## src/rtl/seg7_pkg.sv

```systemverilog
// Shared 7-segment constants (active-low, bit0=a .. bit6=g).
// Used by the hex encoder and by the decode monitor.
package seg7_pkg;

    localparam logic [6:0] SEG_0     = 7'h40;
    localparam logic [6:0] SEG_1     = 7'h79;
    localparam logic [6:0] SEG_2     = 7'h24;
    localparam logic [6:0] SEG_3     = 7'h30;
    localparam logic [6:0] SEG_4     = 7'h19;
    localparam logic [6:0] SEG_5     = 7'h12;
    localparam logic [6:0] SEG_6     = 7'h02;
    localparam logic [6:0] SEG_7     = 7'h78;
    localparam logic [6:0] SEG_8     = 7'h00;
    localparam logic [6:0] SEG_9     = 7'h18;
    localparam logic [6:0] SEG_A     = 7'h08;
    localparam logic [6:0] SEG_B     = 7'h03;
    localparam logic [6:0] SEG_C     = 7'h46;
    localparam logic [6:0] SEG_D     = 7'h21;
    localparam logic [6:0] SEG_E     = 7'h06;
    localparam logic [6:0] SEG_F     = 7'h0E;
    localparam logic [6:0] SEG_BLANK = 7'h7F;

endpackage

```

## src/rtl/seg7_to_hex.sv

```systemverilog
// Combinational inverse of the hex-to-7-segment encoder.
// valid is low for any pattern outside the 16-entry table.
module seg7_to_hex
    import seg7_pkg::*;
(
    input  logic [6:0] seg,
    output logic       valid,
    output logic [3:0] hex
);

    always_comb begin
        valid = 1'b1;
        hex   = 4'h0;
        case (seg)
            SEG_0:   hex = 4'h0;
            SEG_1:   hex = 4'h1;
            SEG_2:   hex = 4'h2;
            SEG_3:   hex = 4'h3;
            SEG_4:   hex = 4'h4;
            SEG_5:   hex = 4'h5;
            SEG_6:   hex = 4'h6;
            SEG_7:   hex = 4'h7;
            SEG_8:   hex = 4'h8;
            SEG_9:   hex = 4'h9;
            SEG_A:   hex = 4'hA;
            SEG_B:   hex = 4'hB;
            SEG_C:   hex = 4'hC;
            SEG_D:   hex = 4'hD;
            SEG_E:   hex = 4'hE;
            SEG_F:   hex = 4'hF;
            default: valid = 1'b0;
        endcase
    end

endmodule

```

## src/rtl/seg7_decode_monitor.sv

```systemverilog
// Debounces a scanned active-low segment bus and rebuilds the display digits.
// Option: define SEG7_BLANK_DETECT_EN to treat a stable all-off pattern as a blank digit.
module seg7_decode_monitor
    import seg7_pkg::*;
#(
    parameter int DIGITS        = 4,
    parameter int IDX_W         = 2,
    parameter int STABLE_CYCLES = 3
) (
    input  logic                  clock,
    input  logic                  reset,
    input  logic                  sample_en,
    input  logic [6:0]            seg_in,
    input  logic [IDX_W-1:0]      digit_idx,
    output logic [4*DIGITS-1:0]   hex_out,
    output logic [DIGITS-1:0]     digit_valid,
    output logic                  commit,
    output logic [IDX_W-1:0]      commit_idx,
    output logic                  err,
    output logic [7:0]            err_cnt,
    output logic                  frame_done
);

    localparam logic [3:0]     STABLE  = 4'(STABLE_CYCLES);
    localparam logic [IDX_W:0] DIG_LIM = (IDX_W+1)'(DIGITS);
    localparam logic [IDX_W-1:0] LAST_IDX = IDX_W'(DIGITS - 1);

    logic [6:0]          last_pat_q, last_pat_d;
    logic [IDX_W-1:0]    last_idx_q, last_idx_d;
    logic [3:0]          run_q, run_d;
    logic [4*DIGITS-1:0] hex_q, hex_d;
    logic [DIGITS-1:0]   valid_q, valid_d;
    logic                commit_q, commit_d;
    logic [IDX_W-1:0]    commit_idx_q, commit_idx_d;
    logic                err_q, err_d;
    logic [7:0]          err_cnt_q, err_cnt_d;
    logic                frame_q, frame_d;

    logic                dec_valid;
    logic [3:0]          dec_hex;
    logic                idx_ok;
    logic                same;
    logic                fire;

    seg7_to_hex u_dec (
        .seg   (seg_in),
        .valid (dec_valid),
        .hex   (dec_hex)
    );

    always_comb begin
        last_pat_d   = last_pat_q;
        last_idx_d   = last_idx_q;
        run_d        = run_q;
        hex_d        = hex_q;
        valid_d      = valid_q;
        commit_d     = 1'b0;
        commit_idx_d = commit_idx_q;
        err_d        = 1'b0;
        err_cnt_d    = err_cnt_q;
        frame_d      = 1'b0;
        same         = 1'b0;
        fire         = 1'b0;
        idx_ok       = {1'b0, digit_idx} < DIG_LIM;

        if (sample_en) begin
            if (!idx_ok) begin
                run_d = 4'd0;
            end else begin
                same = (seg_in == last_pat_q) &&
                       (digit_idx == last_idx_q) &&
                       (run_q != 4'd0);
                if (same) begin
                    // Saturated runs stay put so a held digit commits once.
                    if (run_q < STABLE) begin
                        run_d = run_q + 4'd1;
                        fire  = (run_q + 4'd1) == STABLE;
                    end
                end else begin
                    last_pat_d = seg_in;
                    last_idx_d = digit_idx;
                    run_d      = 4'd1;
                    fire       = (STABLE == 4'd1);
                end
            end
        end

        if (fire) begin
            if (dec_valid) begin
                for (int i = 0; i < DIGITS; i++) begin
                    if (digit_idx == IDX_W'(i)) begin
                        hex_d[4*i +: 4] = dec_hex;
                        valid_d[i]      = 1'b1;
                    end
                end
                commit_d     = 1'b1;
                commit_idx_d = digit_idx;
            end
`ifdef SEG7_BLANK_DETECT_EN
            else if (seg_in == SEG_BLANK) begin
                for (int i = 0; i < DIGITS; i++) begin
                    if (digit_idx == IDX_W'(i)) begin
                        valid_d[i] = 1'b0;
                    end
                end
            end
`endif
            else begin
                for (int i = 0; i < DIGITS; i++) begin
                    if (digit_idx == IDX_W'(i)) begin
                        valid_d[i] = 1'b0;
                    end
                end
                err_d = 1'b1;
                if (err_cnt_q != 8'hFF) begin
                    err_cnt_d = err_cnt_q + 8'd1;
                end
            end
        end

        frame_d = commit_d && (digit_idx == LAST_IDX) && (&valid_d);
    end

    always_ff @(posedge clock) begin
        if (!reset) begin
            last_pat_q   <= SEG_BLANK;
            last_idx_q   <= '0;
            run_q        <= 4'd0;
            hex_q        <= '0;
            valid_q      <= '0;
            commit_q     <= 1'b0;
            commit_idx_q <= '0;
            err_q        <= 1'b0;
            err_cnt_q    <= 8'd0;
            frame_q      <= 1'b0;
        end else begin
            last_pat_q   <= last_pat_d;
            last_idx_q   <= last_idx_d;
            run_q        <= run_d;
            hex_q        <= hex_d;
            valid_q      <= valid_d;
            commit_q     <= commit_d;
            commit_idx_q <= commit_idx_d;
            err_q        <= err_d;
            err_cnt_q    <= err_cnt_d;
            frame_q      <= frame_d;
        end
    end

    assign hex_out     = hex_q;
    assign digit_valid = valid_q;
    assign commit      = commit_q;
    assign commit_idx  = commit_idx_q;
    assign err         = err_q;
    assign err_cnt     = err_cnt_q;
    assign frame_done  = frame_q;

endmodule

```

## config.mk

```make
export PLATFORM = sky130hd
export DESIGN_NAME = seg7_decode_monitor
export DESIGN_NICKNAME = d
export VERILOG_FILES = /design/src/rtl/seg7_pkg.sv /design/src/rtl/seg7_to_hex.sv /design/src/rtl/seg7_decode_monitor.sv
export SDC_FILE = /design/constraint.sdc
export NUM_CORES = 1
export LEC_CHECK = 0
export CAP_MARGIN = 20
export CORE_MARGIN = 2
export CORE_UTILIZATION = 39
export CTS_BUF_LIST = sky130_fd_sc_hd__clkbuf_4 sky130_fd_sc_hd__clkbuf_8
export DETAILED_ROUTE_END_ITERATION = 8
export DONT_BUFFER_PORTS = 1
export GPL_TIMING_DRIVEN = 0
export HOLD_SLACK_MARGIN = 0.1
export PLACE_DENSITY = 0.56
export SYNTH_ARGS = -nofsm -noshare
export SYNTH_HDL_FRONTEND = slang
export SYNTH_SLANG_ARGS = --single-unit
```

## constraint.sdc

```tcl
create_clock -name clock -period 7.2 [get_ports clock]
set_input_delay 1.44 -clock clock [delete_from_list [all_inputs] [get_ports clock]]
set_output_delay 1.44 -clock clock [all_outputs]
set_load 0.01 [all_outputs]
```

==> PnR_summary.wiki <==
{| class="wikitable"
! Metric !! Value
|-
| Maximum number of pins on one net before global-route repair || 18
|-
| Crit. Startpoint || sample_en
|-
| Leak Pwr || slightly below 1 nW
|-
| Portion of the clock cycle consumed by the worst path in the final layout || 0.476
|-
| Vias post-DR || 1918
|-
| Number of rows created at floorplan || 28
|-
| Number of primary I/O pins || between 40 and 50
|-
| Clock latency of the later-clocked register in the worst-skew pair || slightly above 0.3 ns
|-
| Power Dens Cells || 190 nW/um2
|-
| Switching part of the total power || 0.278
|-
| Main area contributors after synthesis || sky130_fd_sc_hd__dfxtp_1, sky130_fd_sc_hd__mux2i_1, sky130_fd_sc_hd__nand2_1
|-
| Sequential share of power || 0.541
|-
| R2r setup slk || approximately 4.7 ns
|-
| Timing-limited maximum frequency || 292 MHz
|-
| Number of enable flip-flop cells after synthesis || 0
|-
| # nets final || around 290
|-
| Number of antenna violations at the first check in global routing || 0
|-
| Leading area contributor after synthesis || sky130_fd_sc_hd__dfxtp_1
|-
| Overall Global Routing Usage || 0.175
|-
| Relative contribution of combinational cells to total power || 0.096
|-
| Gpl congestion || 0.849
|-
| Fraction of layout cells with a size suffix above 1 || 0.0956
|-
| Die width || just over 80 um
|-
| Crit Reg-Reg Endpoint || hex_out[1]
|-
| Slew of the pin with the lowest slew margin || 0.566 ns
|-
| Headroom to the max-slew limit || 0.619
|-
| Capturing element type of the critical path || flop
|-
| Worst endpoint data arrival time || about 3.6 ns
|-
| Top flip-flop cell by instance count after synthesis || sky130_fd_sc_hd__dfxtp_1
|-
| Ratio of routed vias to standard cells || 5.53
|-
| Async S/R FF share, synth || 0
|-
| Area of the mapped netlist || between 2000 and 2500 um2
|-
| Max Cap Viol || 0
|-
| Post-layout util || 0.433
|-
| Total die area || between 6000 and 7000 um2
|-
| Minimum clock period after layout || around 3.4 ns
|-
| Total Negative Setup Slacks || 0 ns
|-
| Setup Viol. Count Final || 0
|-
| Iteration-0 DRC Markers || 70
|-
| Outcome || finished, final reports clean
|-
| Maximum count of clock buffers along a single path || 2
|-
| Detail Route Antenna Nets || 0
|-
| Drt pass-1 iters || 4
|-
| Cell internal pwr || around 0.35 mW
|-
| Final hold violation count || 0
|-
| Via count of the first global-routing pass || between 1500 and 2000
|-
| Antenna fix cells || 0
|-
| Number of nets produced by synthesis || between 200 and 300
|-
| Num CTS Buffers || 5
|-
| Overflow left after global routing || 0
|-
| Number of input and output port buffers inserted || 0
|-
| Startpoint class of the critical path || input port
|-
| Cell chosen for the clock root || sky130_fd_sc_hd__clkbuf_8
|-
| Avg Cell Area, Syn || around 8.9 um2
|-
| Total of flip-flops plus latches after synthesis || 46
|-
| Clock transition at the registers of the reported paths || about 0.10 ns
|-
| Proportion of netlist area held by the largest area contributor || 0.393
|-
| Critical path fanouts, max || 10
|-
| Critical path type || in -> reg
|-
| Number of H-tree branching levels || 2
|-
| Cell count after synthesis || 264
|-
| HPWL after detailed placement || a little under 4000 um
|-
| Maximum VDD drop || roughly 90 uV
|-
| CP endpoint || hex_out[1]
|-
| Clock tree from TritonCTS || built
|-
| Critical path required time || approximately 7.4 ns
|-
| Vertical die dimension || between 80 and 90 um
|-
| Placeable core area || a little under 6000 um2
|-
| Hold-fix buffers, CTS || 0
|-
| Seq/Total Area, Yosys || 0.393
|-
| CTS-repair resized insts || 0
|-
| Post-detailed-route DRC marker count || 0
|-
| Number of cell instances on the worst register-to-register path || 7
|-
| Total count of max-transition violations in the final report || 0
|-
| Share of total power in the clock network || 0.363
|-
| Net switching component of the power || about 0.13 mW
|-
| Unique cell type count in the Yosys netlist || 46
|-
| Clk_skew || about 0.011 ns
|-
| Average wire per cell in the routed design || between 15 and 20 um
|-
| Num Clock Sinks || 46
|-
| Effective utilization at floorplan || 0.401
|-
| Count of warnings emitted by yosys || 0
|-
| Source of the worst register-to-register timing path || run_q[0]
|-
| Worst hold path type || reg -> reg
|-
| Area grow syn2layout || 8.06%
|-
| Sum of routed wire length over all layers || about 5500 um
|-
| Post-CTS setup-driven buffer insertion count || 0
|-
| RSZ-0062 raised after global routing || false
|-
| First-pass GRT wire length || approximately 9000 um
|}
routing by layer:
| metal | vias to the layer above | track usage | share of wire |
|---|---|---|---|
| met1 | 896 | 0.239 | 0.49 |
| met3 | 2 | 0.0571 | 0.067 |
| met2 | 56 | 0.267 | 0.44 |
| li1 | 964 | - | - |
| met5 | - | 0 | 0 |
| met4 | 0 | 0.0407 | 0.0042 |
state kept, by name, indices dropped and copies added (netlist names), 2 cells and up:
signal       count
commit_idx       2
digit_valid      4
run_q            4
last_pat_q       7
err_cnt          8
hex_out         16
last_idx_q       2
cell families after synthesis:
group	after synthesis	synth area share
and+or+nand+nor	105	0.249
DFF	46	0.393
AOI/OAI and AO/OA	44	0.125
muxes	27	0.115
buffers and inverters	25	0.0475
xor gates and xnor gates	13	0.0486
adders and majority gates	4	0.0213
final cells by class:
type,instances,area (um2)
plain buffers,20,92.6
inverters,5,18.8
multi-input cells,193,1310
clock inverters,3,26.3
flip-flops and latches,46,921
well taps,75,93.8
fillers,608,3320
clock buffers,5,68.8
stage by stage:
stage	instances	total power [mW]	worst slack [ns]	area [um2]	hold WS, ns
floorplan	264	0.302	3.78	2340	0.462
global placement	339	0.312	3.49	2440	0.473
detailed placement	339	0.312	3.49	2440	0.483
CTS	347	0.485	3.80	2530	0.507
global route	347	0.499	3.59	2530	0.537
finish	347	0.481	3.77	2530	0.498
layout by cell type (no fill, tap or decap), types with 3 or more instances in the layout:
cell,synthesis,layout
sky130_fd_sc_hd__nand2b_1,3,3
sky130_fd_sc_hd__o31ai_1,8,8
sky130_fd_sc_hd__clkbuf_1,8,8
sky130_fd_sc_hd__clkbuf_8,0,5
sky130_fd_sc_hd__inv_1,5,5
sky130_fd_sc_hd__nand3_1,11,11
sky130_fd_sc_hd__a21oi_1,15,15
sky130_fd_sc_hd__nor2_1,12,12
sky130_fd_sc_hd__and3_1,5,5
sky130_fd_sc_hd__inv_6,0,3
sky130_fd_sc_hd__nor4_1,4,4
sky130_fd_sc_hd__o21ai_0,8,8
sky130_fd_sc_hd__o21a_1,3,3
sky130_fd_sc_hd__or4_1,6,6
sky130_fd_sc_hd__mux2i_1,27,27
sky130_fd_sc_hd__buf_2,11,11
sky130_fd_sc_hd__nor3_1,5,5
sky130_fd_sc_hd__ha_1,4,4
sky130_fd_sc_hd__xor2_1,10,10
sky130_fd_sc_hd__or4b_1,3,3
sky130_fd_sc_hd__or3_1,3,3
sky130_fd_sc_hd__xnor2_1,3,3
sky130_fd_sc_hd__nand2_1,35,35
sky130_fd_sc_hd__dfxtp_1,46,46
sky130_fd_sc_hd__nand4_1,4,4
worst min-delay path by stage:
stage,from,endpoint,slack (ns),cells after the start
global placement,last_pat_q[1],last_pat_q[1],0.47,2
floorplan,last_pat_q[0],last_pat_q[0],0.46,2
global route,run_q[2],run_q[2],0.54,1
CTS,last_pat_q[6],last_pat_q[6],0.51,2
detailed placement,last_pat_q[6],last_pat_q[6],0.48,2
finish,last_pat_q[4],last_pat_q[4],0.50,2
cells in the mapped netlist (6+ instances only):
cell and number:
sky130_fd_sc_hd__o31ai_1 8, sky130_fd_sc_hd__dfxtp_1 46, sky130_fd_sc_hd__or4_1 6, sky130_fd_sc_hd__o21ai_0 8, sky130_fd_sc_hd__clkbuf_1 8, sky130_fd_sc_hd__mux2i_1 27, sky130_fd_sc_hd__xor2_1 10, sky130_fd_sc_hd__nand3_1 11
sky130_fd_sc_hd__nand2_1 35, sky130_fd_sc_hd__a21oi_1 15, sky130_fd_sc_hd__nor2_1 12, sky130_fd_sc_hd__buf_2 11
worst max-delay path, stage by stage:
cell and delay (ns):
sky130_fd_sc_hd__buf_2 0.27, sky130_fd_sc_hd__nor4b_2 0.44, sky130_fd_sc_hd__and2_1 0.27, sky130_fd_sc_hd__nand4_1 0.35
sky130_fd_sc_hd__or4_1 0.53, sky130_fd_sc_hd__buf_2 0.19, sky130_fd_sc_hd__mux2i_1 0.12
power by group through the flow:
stage	combinational (mW)	clock, mW	sequential [mW]
floorplan	0.0362	0	0.266
global placement	0.0461	0	0.266
detailed placement	0.0460	0	0.266
CTS	0.0462	0.178	0.260
global route	0.0517	0.187	0.261
finish	0.0461	0.174	0.260
No activity file was read; power rests on OpenSTA's default activity.
